===== config.mk =====
export PLATFORM = sky130hd
export DESIGN_NAME = wb_arbiter
export DESIGN_NICKNAME = d
export VERILOG_FILES = /design/src/rtl/wb_arbiter_pkg.sv /design/src/rtl/wb_fifo.sv /design/src/rtl/wb_arbiter.sv
export SDC_FILE = /design/constraint.sdc
export NUM_CORES = 1
export LEC_CHECK = 0
export BUFFER_PORTS_ARGS = -buffer_cell sky130_fd_sc_hd__buf_2
export CORE_MARGIN = 5
export CORE_UTILIZATION = 56
export CTS_CLUSTER_DIAMETER = 200
export DETAILED_ROUTE_END_ITERATION = 16
export GPL_TIMING_DRIVEN = 0
export PLACE_DENSITY = 0.79
export SYNTH_ARGS = -nofsm -noshare
export SYNTH_HDL_FRONTEND = slang
export SYNTH_SLANG_ARGS = --single-unit

===== constraint.sdc =====
create_clock -name clk -period 3.3 [get_ports clk]
set_input_delay 0.33 -clock clk [delete_from_list [all_inputs] [get_ports clk]]
set_output_delay 0.33 -clock clk [all_outputs]
set_load 0.02 [all_outputs]

===== src/rtl/wb_arbiter_pkg.sv =====
// Shared constants for the writeback arbiter: bus layout, FU indices and the
// round-robin wrap helper.
package wb_arbiter_pkg;

  localparam int PREG_WIDTH_DEF = 6;
  localparam int ROB_WIDTH_DEF  = 6;
  localparam int RESULT_WIDTH   = 32;
  localparam int NUM_FU         = 3;

  localparam int BUS_WIDTH = 1 + ROB_WIDTH_DEF + PREG_WIDTH_DEF + RESULT_WIDTH;

  // Field positions inside a bus word {valid, rob, rd, result}
  localparam int BUS_RESULT_LO = 0;
  localparam int BUS_RESULT_HI = RESULT_WIDTH - 1;
  localparam int BUS_RD_LO     = RESULT_WIDTH;
  localparam int BUS_RD_HI     = RESULT_WIDTH + PREG_WIDTH_DEF - 1;
  localparam int BUS_ROB_LO    = RESULT_WIDTH + PREG_WIDTH_DEF;
  localparam int BUS_ROB_HI    = RESULT_WIDTH + PREG_WIDTH_DEF + ROB_WIDTH_DEF - 1;
  localparam int BUS_VALID     = BUS_WIDTH - 1;

  localparam logic [1:0] FU_ALU0 = 2'd0;
  localparam logic [1:0] FU_ALU1 = 2'd1;
  localparam logic [1:0] FU_MEM  = 2'd2;

  function automatic logic [1:0] fu_next(input logic [1:0] idx);
    logic [1:0] nxt;
    case (idx)
      FU_ALU0: nxt = FU_ALU1;
      FU_ALU1: nxt = FU_MEM;
      FU_MEM:  nxt = FU_ALU0;
      default: nxt = FU_ALU0;
    endcase
    return nxt;
  endfunction

endpackage


===== src/rtl/wb_fifo.sv =====
// Small per-FU result buffer: circular storage with registered count, one push
// and one pop port; push and pop in the same cycle keep the count.
module wb_fifo #(
  parameter int WIDTH = 44,
  parameter int DEPTH = 2,
  parameter int CW    = $clog2(DEPTH + 1)
) (
  input  logic             clk,
  input  logic             rst_n,
  input  logic             push,
  input  logic             pop,
  input  logic [WIDTH-1:0] din,
  output logic [WIDTH-1:0] head,
  output logic [CW-1:0]    count
);

  localparam int PW = (DEPTH > 1) ? $clog2(DEPTH) : 1;

  logic [WIDTH-1:0] mem_r [DEPTH];
  logic [PW-1:0]    wr_ptr_r;
  logic [PW-1:0]    rd_ptr_r;
  logic [CW-1:0]    count_r;

  function automatic logic [PW-1:0] ptr_inc(input logic [PW-1:0] p);
    logic [PW-1:0] n;
    if (p == PW'(DEPTH - 1)) begin
      n = '0;
    end else begin
      n = p + PW'(1);
    end
    return n;
  endfunction

  // Pointer and occupancy bookkeeping
  always_ff @(posedge clk) begin
    if (!rst_n) begin
      wr_ptr_r <= '0;
      rd_ptr_r <= '0;
      count_r  <= '0;
    end else begin
      if (push) wr_ptr_r <= ptr_inc(wr_ptr_r);
      if (pop)  rd_ptr_r <= ptr_inc(rd_ptr_r);
      case ({push, pop})
        2'b10:   count_r <= count_r + CW'(1);
        2'b01:   count_r <= count_r - CW'(1);
        default: count_r <= count_r;
      endcase
    end
  end

  // Entry storage; contents need no reset because count gates visibility
  always_ff @(posedge clk) begin
    if (push) mem_r[wr_ptr_r] <= din;
  end

  assign head  = mem_r[rd_ptr_r];
  assign count = count_r;

endmodule


===== src/rtl/wb_arbiter.sv =====
// Writeback arbiter: buffers results from alu0/alu1/mem and broadcasts up to
// two per cycle on registered buses, round-robin from the rr pointer.
module wb_arbiter
  import wb_arbiter_pkg::*;
#(
  parameter int PREG_WIDTH = PREG_WIDTH_DEF,
  parameter int ROB_WIDTH  = ROB_WIDTH_DEF,
  parameter int FIFO_DEPTH = 2
) (
  input  logic                                         clk,
  input  logic                                         rst_n,
  input  logic [2:0]                                   fu_valid,
  output logic [2:0]                                   fu_ready,
  input  logic [2:0][PREG_WIDTH-1:0]                   fu_rd,
  input  logic [2:0][ROB_WIDTH-1:0]                    fu_rob,
  input  logic [2:0][31:0]                             fu_result,
  output logic [ROB_WIDTH+PREG_WIDTH+RESULT_WIDTH:0]   bus0,
  output logic [ROB_WIDTH+PREG_WIDTH+RESULT_WIDTH:0]   bus1,
  output logic [2:0]                                   fu_release
);

  localparam int EW = ROB_WIDTH + PREG_WIDTH + RESULT_WIDTH;
  localparam int CW = $clog2(FIFO_DEPTH + 1);

  logic [EW-1:0] head_s [3];
  logic [CW-1:0] cnt_s  [3];
  logic [2:0]    rdy_s;
  logic [2:0]    nonempty_s;
  logic [2:0]    push_s;
  logic [2:0]    pop_s;

  logic [1:0]    rr_r;
  logic [1:0]    ord0_s, ord1_s, ord2_s;
  logic          g0_v_s, g1_v_s;
  logic [1:0]    g0_idx_s, g1_idx_s;
  logic [1:0]    rr_next_s;
  logic [EW-1:0] b0_head_s, b1_head_s;

  for (genvar i = 0; i < 3; i++) begin : g_fu
    assign rdy_s[i]      = (cnt_s[i] < CW'(FIFO_DEPTH));
    assign nonempty_s[i] = (cnt_s[i] != CW'(0));
    assign push_s[i]     = fu_valid[i] & rdy_s[i];
    assign pop_s[i]      = (g0_v_s && (g0_idx_s == 2'(i))) ||
                           (g1_v_s && (g1_idx_s == 2'(i)));

    wb_fifo #(
      .WIDTH (EW),
      .DEPTH (FIFO_DEPTH),
      .CW    (CW)
    ) u_fifo (
      .clk   (clk),
      .rst_n (rst_n),
      .push  (push_s[i]),
      .pop   (pop_s[i]),
      .din   ({fu_rob[i], fu_rd[i], fu_result[i]}),
      .head  (head_s[i]),
      .count (cnt_s[i])
    );
  end

  assign fu_ready = rdy_s;

  // Scan order from rr, then pick the first two non-empty FIFOs in that order
  always_comb begin
    ord0_s   = rr_r;
    ord1_s   = fu_next(rr_r);
    ord2_s   = fu_next(fu_next(rr_r));
    g0_v_s   = 1'b0;
    g1_v_s   = 1'b0;
    g0_idx_s = ord0_s;
    g1_idx_s = ord1_s;
    case ({nonempty_s[ord2_s], nonempty_s[ord1_s], nonempty_s[ord0_s]})
      3'b001: begin g0_v_s = 1'b1; g0_idx_s = ord0_s; end
      3'b010: begin g0_v_s = 1'b1; g0_idx_s = ord1_s; end
      3'b100: begin g0_v_s = 1'b1; g0_idx_s = ord2_s; end
      3'b011, 3'b111: begin
        g0_v_s = 1'b1; g0_idx_s = ord0_s;
        g1_v_s = 1'b1; g1_idx_s = ord1_s;
      end
      3'b101: begin
        g0_v_s = 1'b1; g0_idx_s = ord0_s;
        g1_v_s = 1'b1; g1_idx_s = ord2_s;
      end
      3'b110: begin
        g0_v_s = 1'b1; g0_idx_s = ord1_s;
        g1_v_s = 1'b1; g1_idx_s = ord2_s;
      end
      default: begin g0_v_s = 1'b0; g1_v_s = 1'b0; end
    endcase
    if (g1_v_s) begin
      rr_next_s = fu_next(g1_idx_s);
    end else if (g0_v_s) begin
      rr_next_s = fu_next(g0_idx_s);
    end else begin
      rr_next_s = rr_r;
    end
  end

  // Head muxes for the two granted FIFOs
  always_comb begin
    case (g0_idx_s)
      FU_ALU1: b0_head_s = head_s[1];
      FU_MEM:  b0_head_s = head_s[2];
      default: b0_head_s = head_s[0];
    endcase
    case (g1_idx_s)
      FU_ALU1: b1_head_s = head_s[1];
      FU_MEM:  b1_head_s = head_s[2];
      default: b1_head_s = head_s[0];
    endcase
  end

  // Round-robin pointer, broadcast buses and release pulses
  always_ff @(posedge clk) begin
    if (!rst_n) begin
      rr_r       <= 2'd0;
      bus0       <= '0;
      bus1       <= '0;
      fu_release <= 3'b000;
    end else begin
      rr_r       <= rr_next_s;
      bus0       <= g0_v_s ? {1'b1, b0_head_s} : '0;
      bus1       <= g1_v_s ? {1'b1, b1_head_s} : '0;
      fu_release <= push_s;
    end
  end

endmodule


==> results of run 1 <==
## final timing paths
kind,startpoint,endpoint,slack [ps],cells after the start
worst max-delay path,ord0_s[0]$_SDFFE_PN0P_,bus0[33]$_SDFF_PN0_,250,9
worst min-delay path,fu_result[63],g_fu[1].u_fifo.mem_r[1][31]$_DFFE_PP_,7,1
worst max register to register,ord0_s[0]$_SDFFE_PN0P_,bus0[33]$_SDFF_PN0_,250,9
worst min register to register,g_fu[0].u_fifo.rd_ptr_r$_SDFFE_PN0P_,register,480,2
## synthesized netlist by cell type (5+ instances only)
cell	n
nor2_1	95
buf_6	5
xnor2_1	6
a211oi_1	85
edfxtp_1	264
inv_1	11
nor2b_1	6
clkbuf_1	44
buf_2	19
ha_1	11
nand2b_1	5
dfxtp_1	110
a22oi_1	88
nand2_1	7
mux2_2	132
o21ai_0	8
and2_1	9
mux2i_1	9
## metal layers
| metal | part of all wire, % | routed length (um) |
|---|---|---|
| met1 | 39 | 14700 |
| met5 | 0 | 0 |
| met3 | 7.8 | 2980 |
| met2 | 50 | 19200 |
| met4 | 3.4 | 1280 |
## sequential cells by signal (all words and copies together), names as in the netlist, named ones only
name and cells:
g_fu.u_fifo.mem_r 264, bus0 45, bus1 45, g_fu.u_fifo.count 6, fu_release 3, g_fu.u_fifo.rd_ptr_r 3
g_fu.u_fifo.wr_ptr_r 3, ord0_s 2
## power groups by stage
stage          clock (uW)  sequential, uW  combinational [uW]
5_1_grt              4680            6350                9450
2_1_floorplan           0            6830                5190
3_3_place_gp            0            6360                8170
4_1_cts              4460            6270                8680
6_report             4420            6280                8880
3_5_place_dp            0            6360                8500
## per-stage QoR
stage | TNS (ps) | total power [uW] | hold slack [ps]
final | 0 | 19600 | 7.13
after global routing | 0 | 20500 | 0.0500
after CTS | 0 | 19400 | 0.135
after detailed placement | -5300 | 14900 | 477
after global placement | -161190 | 14500 | 458
after floorplan | 0 | 12000 | 429
## cells by family after synthesis
group,Yosys count
XOR/XNOR,6
multiplexers,141
AND/OR/NAND/NOR,135
AO/OA/AOI/OAI,206
flip-flops,374
buffers and inverters,81
adder cells (fa/ha/maj),11
## area by class of cell
cell class                      count  area [um2]
Clock buffer                       53        1120
Antenna cell                        4        10.0
Multi-Input combinational cell    499        4010
Buffer                             64         317
Tap cell                          330         413
Fill cell                        1647        6970
Sequential cell                   374       10100
Inverter                           11        41.3
Clock inverter                     17         194
Timing Repair Buffer              319        2120
## worst max-delay path, stage by stage, from the launching register on
cell	delay, ps
dfxtp_1	300
clkbuf_1	320
inv_1	150
o21ai_0	250
a32oi_2	210
ha_1	320
clkbuf_1	340
clkbuf_2	390
clkbuf_1	420
a211oi_1	190
## timing repair
action                                  CTS  global route
cloned                                    0             0
setup buffers                             0             0
gates resized for setup                   5            20
endpoints found under the setup margin   53            76
hold buffers                             74             6
endpoints found under the hold margin   138            11
==> qor.yml, run 1 <==
swShare_pct: 40.2
final_cell_mix: "264 x edfxtp_1, 251 x buf_2, 132 x mux2_2"
cts_tree: "built"
grt_antenna_before_repair: 4
p_leak_uw: 0.00693
routed_wl_um: 38200
ir_drop_mv: 0.638
grt_pass1_wl_um: 56500
period_minus_slack_ps: 3050
hp-class: "input port to register"
syn-instance-count: 954
p_comb_share_pct: 45.4
ys.flop_type: "edfxtp_1"
crit_arrival_ps: 3410
clockBufferDepth: 3
final_cells: 1671
num-nets-final: 1455
rows: 58
synth_cell_types: 40
grt_usage_pct: 25.4
worstSkewPairLatency_ps: 520
fin_util_pct: 72.5
synth_compound_area_share_pct: 10.9
area_delta_synth_final_pct: 26.9
path_max_fanout: 10
dieArea_um2: 29100
syn_avg_cell_area_um2: 15.2
power_frac_seq_pct: 32.1
syn_nets: 1102
syn_area_um2: 14500
maxCapViolations: 0
synth-xor-area-share_pct: 0.363
critPathLaunchType: "register"
first_global_vias: 10100
drive_above_1_share_pct: 37.2
route.vias.total: 9709
via_per_inst: 5.81
setup_viol: 0
grt_use_met3_pct: 3.60
crit_required_ps: 3660
post-route-drc-count: 0
hold_violations: 0
status: "complete, no violations"
clkPwrFrac_pct: 22.6
met1_usage_pct: 32.8
dp_hpwl_um: 25800
mostFrequentLayoutCell: "edfxtp_1"
synth_mux_area_share_pct: 10.9
clkSlewWorstSetupHoldPaths_ps: 60
finalCritPeriodShare_pct: 92.4
synth_edf_count: 264
ys_warn_count: 0
critical_path_class: "register to register"
seq_area_frac_synth_pct: 70.1
p_switching_uw: 7860
antenna_left: 0
place_inst: 1523
clock-sinks: 374
stdcell_area_um2: 18400
drtIter0Drc: 878
synthArstFlopShare_pct: 0
numCtsBuffers: 38
synth_seq_cells: 374
busiest_layer: "met2"
gp_congestion: 0.803
relSlewSlack_pct: 45.7
grt_max_degree: 31
first_pass_iters: 5
wl_per_cell_um: 22.9
intPower_uw: 11700
rsz0062_at_grt: "false"
worst_pin_slew_ps: 813
yosysTopAreaCellShare_pct: 54.8
dpl_cell_area_um2: 16200
synth_top_family_by_area: "compound AO/OA/AOI/OAI gates"
grt.overflow.total: 0
grtUsageMet2_pct: 43.9
pre_cts_ws_ps: -186
yosysTopAreaCell: "edfxtp_1"
power_density_nw_per_um2: 1070
synthTopCellsByArea: "edfxtp_1 55%, dfxtp_1 15%, mux2_2 10%"
fin_skew_ps: 13.3
core-area_um2: 25300
timing.final.ws_setup_ps: 251
synth-simple-area-share_pct: 4.27
die_w_um: 171
end_kind: "register"
initial_utilization_pct: 57.1
clock-root-buffer: "clkbuf_16"
cts_htree_levels: 2
synth_fa_ha_area_share_pct: 0.952
max_freq_ghz: 0.328
finalMaxSlewViolations: 0
ios: 233
die_h_um: 171
io_buffers: 232
No activity file was read; power rests on OpenSTA's default activity.
==> run 2, diff against run 1 <==
- SLEW_MARGIN: default -> 0
- SYNTH_HIERARCHICAL: default -> 1
==> run 2 against run 1 <==
  * Wire length increased by 4.6%
  * Critical path type unchanged
  * Critical path depth grew 1
  * Highest routed layer unchanged
  * Register-to-register slack worse by 120 ps
  * Via count increased by 4.9%
  * Worst hold slack better by 5.2 ps
==> qor.yml, run 2 <==
yosysTopAreaCell: "edfxtp_1"
clock-sinks: 374
synth_seq_cells: 374
initial_utilization_pct: 56.4
path_max_fanout: 18
num-nets-final: 1544
grt_max_degree: 29
crit_path_max_incr_delay_ps: 420
drive_above_1_share_pct: 34.1
hold_violations: 0
min_from: "fu_result[5]"
clkSlewWorstSetupHoldPaths_ps: 60
mostFrequentLayoutCell: "edfxtp_1"
dp_hpwl_um: 25800
ff2ff_path_depth: 10
cp_cell_sequence: "nor2_1 -> nor4_1 -> o21ai_0 -> o211a_1 -> ha_1 -> buf_2 -> a22o_1 -> ha_1 -> or3_1 -> a21boi_1"
synth.most_common_cell: "edfxtp_1"
io_buffers: 232
seq_area_frac_synth_pct: 69.6
pre_cts_ws_ps: -168
timing.final.ws_setup_ps: 131
worst_pin_slew_ps: 940
finalMaxSlewViolations: 0
clockBufferDepth: 3
holdPathEnd: "g_fu[0].u_fifo/mem_r[1][5]$_DFFE_PP_"
maxCapViolations: 0
p_comb_share_pct: 48.0
worstReg2RegStart: "g_fu[2].u_fifo/count[0]$_SDFFE_PN0P_"
max_freq_ghz: 0.316
crit_arrival_ps: 3610
cts_tree: "built"
p_leak_uw: 0.00707
syn_avg_cell_area_um2: 14.1
fin_util_pct: 71.3
fin_skew_ps: 20.0
path_depth: 10
ys_warn_count: 6
syn-instance-count: 1036
hold_ws_ps: 12.3
intPower_uw: 11700
power_density_nw_per_um2: 1100
clock-root-buffer: "clkbuf_16"
cp_slowest_cell: "buf_2"
grt_pass1_wl_um: 58700
antenna_left: 0
final_cell_mix: "264 x edfxtp_1, 243 x buf_2, 181 x nor2_1"
first_pass_iters: 5
post-route-drc-count: 0
ios: 233
path_delay_family: "compound AO/OA/AOI/OAI gates"
regMostFlops: "g_fu.u_fifo/mem_r"
area_delta_synth_final_pct: 26.5
gp_congestion: 0.786
via_per_inst: 5.79
syn_nets: 1185
first_global_vias: 10700
numCtsBuffers: 37
synthArstFlopShare_pct: 0
wl_per_cell_um: 22.7
period_minus_slack_ps: 3170
rows: 59
cts_htree_levels: 2
top_regs: "g_fu.u_fifo/mem_r: 264 flops, bus0: 45 flops, bus1: 45 flops"
critical_path_class: "register to register"
die_h_um: 171
grt.overflow.total: 0
end_kind: "register"
hp-class: "input port to register"
routed_wl_um: 40000
grt_antenna_before_repair: 0
clkPwrFrac_pct: 21.7
fin_setup_tns_ps: 0
worstSkewPairLatency_ps: 530
setup_viol: 0
largest_register_ffs: 264
status: "complete, no violations"
synthTopCellsByArea: "edfxtp_1 54%, dfxtp_1 15%, mux2_2 10%"
cp_num_buf_inv: 1
whs_path_depth: 1
grt_usage_pct: 26.3
ys.flop_type: "edfxtp_1"
ir_drop_mv: 0.784
relSlewSlack_pct: 37.2
dieArea_um2: 29300
swShare_pct: 42.4
route.vias.total: 10200
die_w_um: 171
synth_edf_count: 264
synthTopCellsByCount: "264 x edfxtp_1, 185 x nor2_1, 132 x mux2_2"
drtIter0Drc: 1030
worst-r2r-setup-slack_ps: 130
critPathLaunchType: "register"
core-area_um2: 25800
yosysTopAreaCellShare_pct: 54.4
r2r_end: "g_fu[2].u_fifo/count[1]$_SDFFE_PN0P_"
synth_cell_types: 39
crit_required_ps: 3740
antenna_cells: 0
finalCritPeriodShare_pct: 96.0
power_frac_seq_pct: 30.3
cpMostUsedCell: "ha_1"
syn_area_um2: 14600
p_switching_uw: 8620
-- run 2: through the flow --
| stage | total power (uW) | cell area, um2 | instances |
|---|---|---|---|
| after floorplan | 12500 | 14600 | 1036 |
| after global placement | 15400 | 16100 | 1603 |
| after detailed placement | 15600 | 16300 | 1609 |
| after CTS | 20100 | 18300 | 1750 |
| after global routing | 21300 | 18400 | 1759 |
| final | 20300 | 18400 | 1759 |
-- run 2: how the worst max path moves through the flow --
stage	from	endpoint	slack, ps
2_1_floorplan	g_fu[0].u_fifo/count[1]$_SDFFE_PN0P_	g_fu[0].u_fifo/mem_r[0][0]$_DFFE_PP_	340
3_3_place_gp	fu_valid[0]	g_fu[0].u_fifo/mem_r[0][19]$_DFFE_PP_	-1460
3_5_place_dp	g_fu[2].u_fifo/count[0]$_SDFFE_PN0P_	g_fu[1].u_fifo/count[1]$_SDFFE_PN0P_	-170
4_1_cts	g_fu[0].u_fifo/count[0]$_SDFFE_PN0P_	bus1[41]$_SDFF_PN0_	190
5_1_grt	g_fu[2].u_fifo/count[0]$_SDFFE_PN0P_	g_fu[2].u_fifo/count[1]$_SDFFE_PN0P_	-20
6_report	g_fu[2].u_fifo/count[0]$_SDFFE_PN0P_	g_fu[2].u_fifo/count[1]$_SDFFE_PN0P_	130
-- run 2: worst reg2reg max path: stages (launching register included) --
cell and delay [ps]:
dfxtp_1 380, nor2_1 380, nor4_1 100, o21ai_0 290, o211a_1 250, ha_1 180, buf_2 420, a22o_1 310
ha_1 290, or3_1 350, a21boi_1 140
-- run 2: cell families after synthesis --
kind of cell / synth area share (%)
compound gates: 9.29
xor+xnor: 0.541
fa+ha+maj: 1.03
buf+inv: 2.73
flops: 69.6
mux: 10.3
simple gates: 6.49
-- run 2: final cells by class --
class | instances | area [um2]
plain buffers | 61 | 358
inverters | 9 | 33.8
flip-flops and latches | 374 | 10100
fillers | 1689 | 7410
well taps | 335 | 419
multi-input cells | 588 | 4060
clock buffers | 46 | 1020
repair buffers | 324 | 2140
clock inverters | 22 | 258
-- run 2: power groups by stage --
stage | sequential, uW | combinational (uW) | clock [uW]
finish | 6170 | 9770 | 4410
global route | 6230 | 10500 | 4650
CTS | 6160 | 9500 | 4430
detailed placement | 6250 | 9390 | 0
global placement | 6260 | 9100 | 0
floorplan | 6590 | 5940 | 0
-- run 2: what timing repair did --
| item | in CTS | in global routing |
|---|---|---|
| setup endpoints to repair | 3 | 27 |
| hold buffers | 77 | 9 |
| resized for setup | 0 | 12 |
| buffers inserted | 0 | 0 |
| endpoints found under the hold margin | 152 | 13 |
-- run 2: per-layer routing --
metal  wire (um)  GRT usage, %  vias up
met5           0             0        -
met4        1170          8.75        0
met3        3480          5.15       97
met2       20000          46.0      591
met1       15300          33.2     4949
li1            -             -     4544
==> run 3, diff against run 2 <==
- CELL_PAD_IN_SITES_DETAIL_PLACEMENT: default -> 2
- CELL_PAD_IN_SITES_GLOBAL_PLACEMENT: default -> 2
- CORE_UTILIZATION: 56 -> 39
- GPL_TIMING_DRIVEN: 0 -> default
- PLACE_DENSITY: 0.79 -> default
- PLACE_DENSITY_LB_ADDON: default -> 0.1
==> run 3 against run 2 <==
  * Sequential cell count unchanged
  * Utilization decreased by 20 points
  * Die area increased by 41%
  * Global-route usage fell by 3.7 points
  * Worst hold slack gained 230 ps
  * Final area increased by 3.1%
  * Clock power grew 4.8%
  * First-iteration DRC count decreased by 58%
  * Clock skew up 5.5 ps
  * Sequential power rose by 3%
  * Largest cell class unchanged
  * Largest power group unchanged
==> qor.yml, run 3 (synthesized netlist as in run 2, its figures left out) <==
path_depth: 10
critPathLaunchType: "register"
antenna_left: 0
worst-r2r-setup-slack_ps: 340
period_minus_slack_ps: 2960
wl_met2_um: 24300
p_leak_uw: 0.00719
numCtsBuffers: 42
clkSlewWorstSetupHoldPaths_ps: 60
critical_path_class: "register to register"
drtIter0Drc: 436
cts_htree_levels: 2
rsz0062_at_grt: "false"
hp-class: "input port to register"
status: "complete, no violations"
ios: 233
grt.overflow.total: 0
worstSkewPairLatency_ps: 560
routed-wl-met3_um: 1780
clockBufferDepth: 3
routed_wl_um: 47200
mostFrequentLayoutCell: "edfxtp_1"
grt_pass1_wl_um: 71100
top_regs: "g_fu.u_fifo/mem_r: 264 flops, bus0: 45 flops, bus1: 45 flops"
num-nets-final: 1552
dpl_cell_area_um2: 16300
rows: 70
wl_per_cell_um: 24.8
r2r_end: "bus1[32]$_SDFF_PN0_"
clock-sinks: 374
crit_required_ps: 3760
worst_pin_slew_ps: 806
crit_path_max_incr_delay_ps: 610
fin_skew_ps: 25.5
hold_violations: 0
initial_utilization_pct: 39.7
top_layer_used: "met5"
die_h_um: 203
regMostFlops: "g_fu.u_fifo/mem_r"
final_cell_mix: "264 x edfxtp_1, 232 x buf_2, 182 x nor2_1"
max_freq_ghz: 0.338
stdcell_area_um2: 19000
io_buffers: 232
dp_hpwl_um: 27700
cpMostUsedCell: "nor2_1"
core-area_um2: 36700
fillers: 3463
grt_antenna_before_repair: 5
path_delay_family: "simple AND/OR/NAND/NOR gates"
whs_path_depth: 2
route.vias.total: 10100
ff2ff_path_depth: 10
finalCritPeriodShare_pct: 89.7
first_pass_iters: 5
maxCapViolations: 0
power_density_nw_per_um2: 1090
drive_above_1_share_pct: 32.5
endpoint: "bus1[32]$_SDFF_PN0_"
fin_util_pct: 51.8
fin_setup_tns_ps: 0
worstReg2RegStart: "g_fu[0].u_fifo/count[0]$_SDFFE_PN0P_"
cp_cell_sequence: "nor2_1 -> nor2_1 -> o21ai_0 -> o211a_1 -> ha_2 -> buf_4 -> a22oi_1 -> nor2_1 -> a21oi_1 -> nor2_1"
grt_usage_pct: 22.7
crit_arrival_ps: 3420
met1_length_um: 20200
die_w_um: 203
ir_drop_mv: 1.06
gp_congestion: 0.743
end_kind: "register"
dieArea_um2: 41300
finalMaxSlewViolations: 0
grt_max_degree: 46
crit_path_start: "g_fu[0].u_fifo/count[0]$_SDFFE_PN0P_"
cts_tree: "built"
relSlewSlack_pct: 46.3
area_delta_synth_final_pct: 30.5
path_max_fanout: 44
setup_viol: 0
clock-root-buffer: "clkbuf_16"
post-route-drc-count: 0
via_per_inst: 5.30
cp_slowest_cell: "buf_4"
largest_register_ffs: 264
first_global_vias: 11600
post_cts_resized: 0
cp_num_buf_inv: 1
==> run 3: changes by cell type in the layout (fill, tap and decap cells not counted), sizes merged <==
cell and delta:
dlygate4sd3 +46, clkinvlp -4, inv -2, diode +2, buf -14, bufinv -3
clkbuf -6, clkinv -5
==> run 3: cell type report <==
| class | count | area [um2] | area share (%) |
|---|---|---|---|
| clock inverters | 8 | 86.3 | 0.454 |
| multi-input cells | 588 | 4090 | 21.5 |
| repair buffers | 388 | 2800 | 14.7 |
| clock buffers | 69 | 1270 | 6.66 |
| flip-flops and latches | 374 | 10100 | 53.3 |
| well taps | 468 | 586 | 3.08 |
| inverters | 9 | 33.8 | 0.178 |
| diodes | 2 | 5.00 | 0.0263 |
==> run 3: power breakdown <==
part           total (uW)  switching, uW  internal [uW]
combinational        9820           6420           3410
clock                4620           1850           2770
sequential           6330            424           5910
==> run 3: through the flow <==
stage	std cells	setup slack (ps)	power, uW	hold WS (ps)
floorplan	1036	337	12500	429
detailed placement	1695	505	16000	522
global route	1906	237	22000	243
global placement	1695	587	15700	518
finish	1906	340	20800	240
CTS	1904	433	20900	217
==> run 3: worst min-delay path by stage <==
| stage | slack (ps) | start | end |
|---|---|---|---|
| finish | 240 | rst_n | g_fu[0].u_fifo/wr_ptr_r$_SDFFE_PN0P_ |
| global route | 240 | rst_n | g_fu[1].u_fifo/wr_ptr_r$_SDFFE_PN0P_ |
| CTS | 220 | rst_n | g_fu[0].u_fifo/wr_ptr_r$_SDFFE_PN0P_ |
| detailed placement | 520 | fu_result[5] | g_fu[0].u_fifo/mem_r[1][5]$_DFFE_PP_ |
| global placement | 520 | fu_result[38] | g_fu[1].u_fifo/mem_r[0][6]$_DFFE_PP_ |
| floorplan | 430 | fu_result[0] | g_fu[0].u_fifo/mem_r[0][0]$_DFFE_PP_ |
==> run 3: what timing repair did <==
| action | 4_1_cts | 5_1_grt |
|---|---|---|
| endpoints found under the hold margin | 264 | 0 |
| buffers inserted | 0 | 0 |
| hold buffers | 132 | 0 |
==> run 3: metal layers <==
metal  vias to the layer above  track usage [%]
met5                         -                0
li1                       4565                -
met2                       219             40.7
met4                         6             6.02
met3                        61             3.61
met1                      5254             28.6
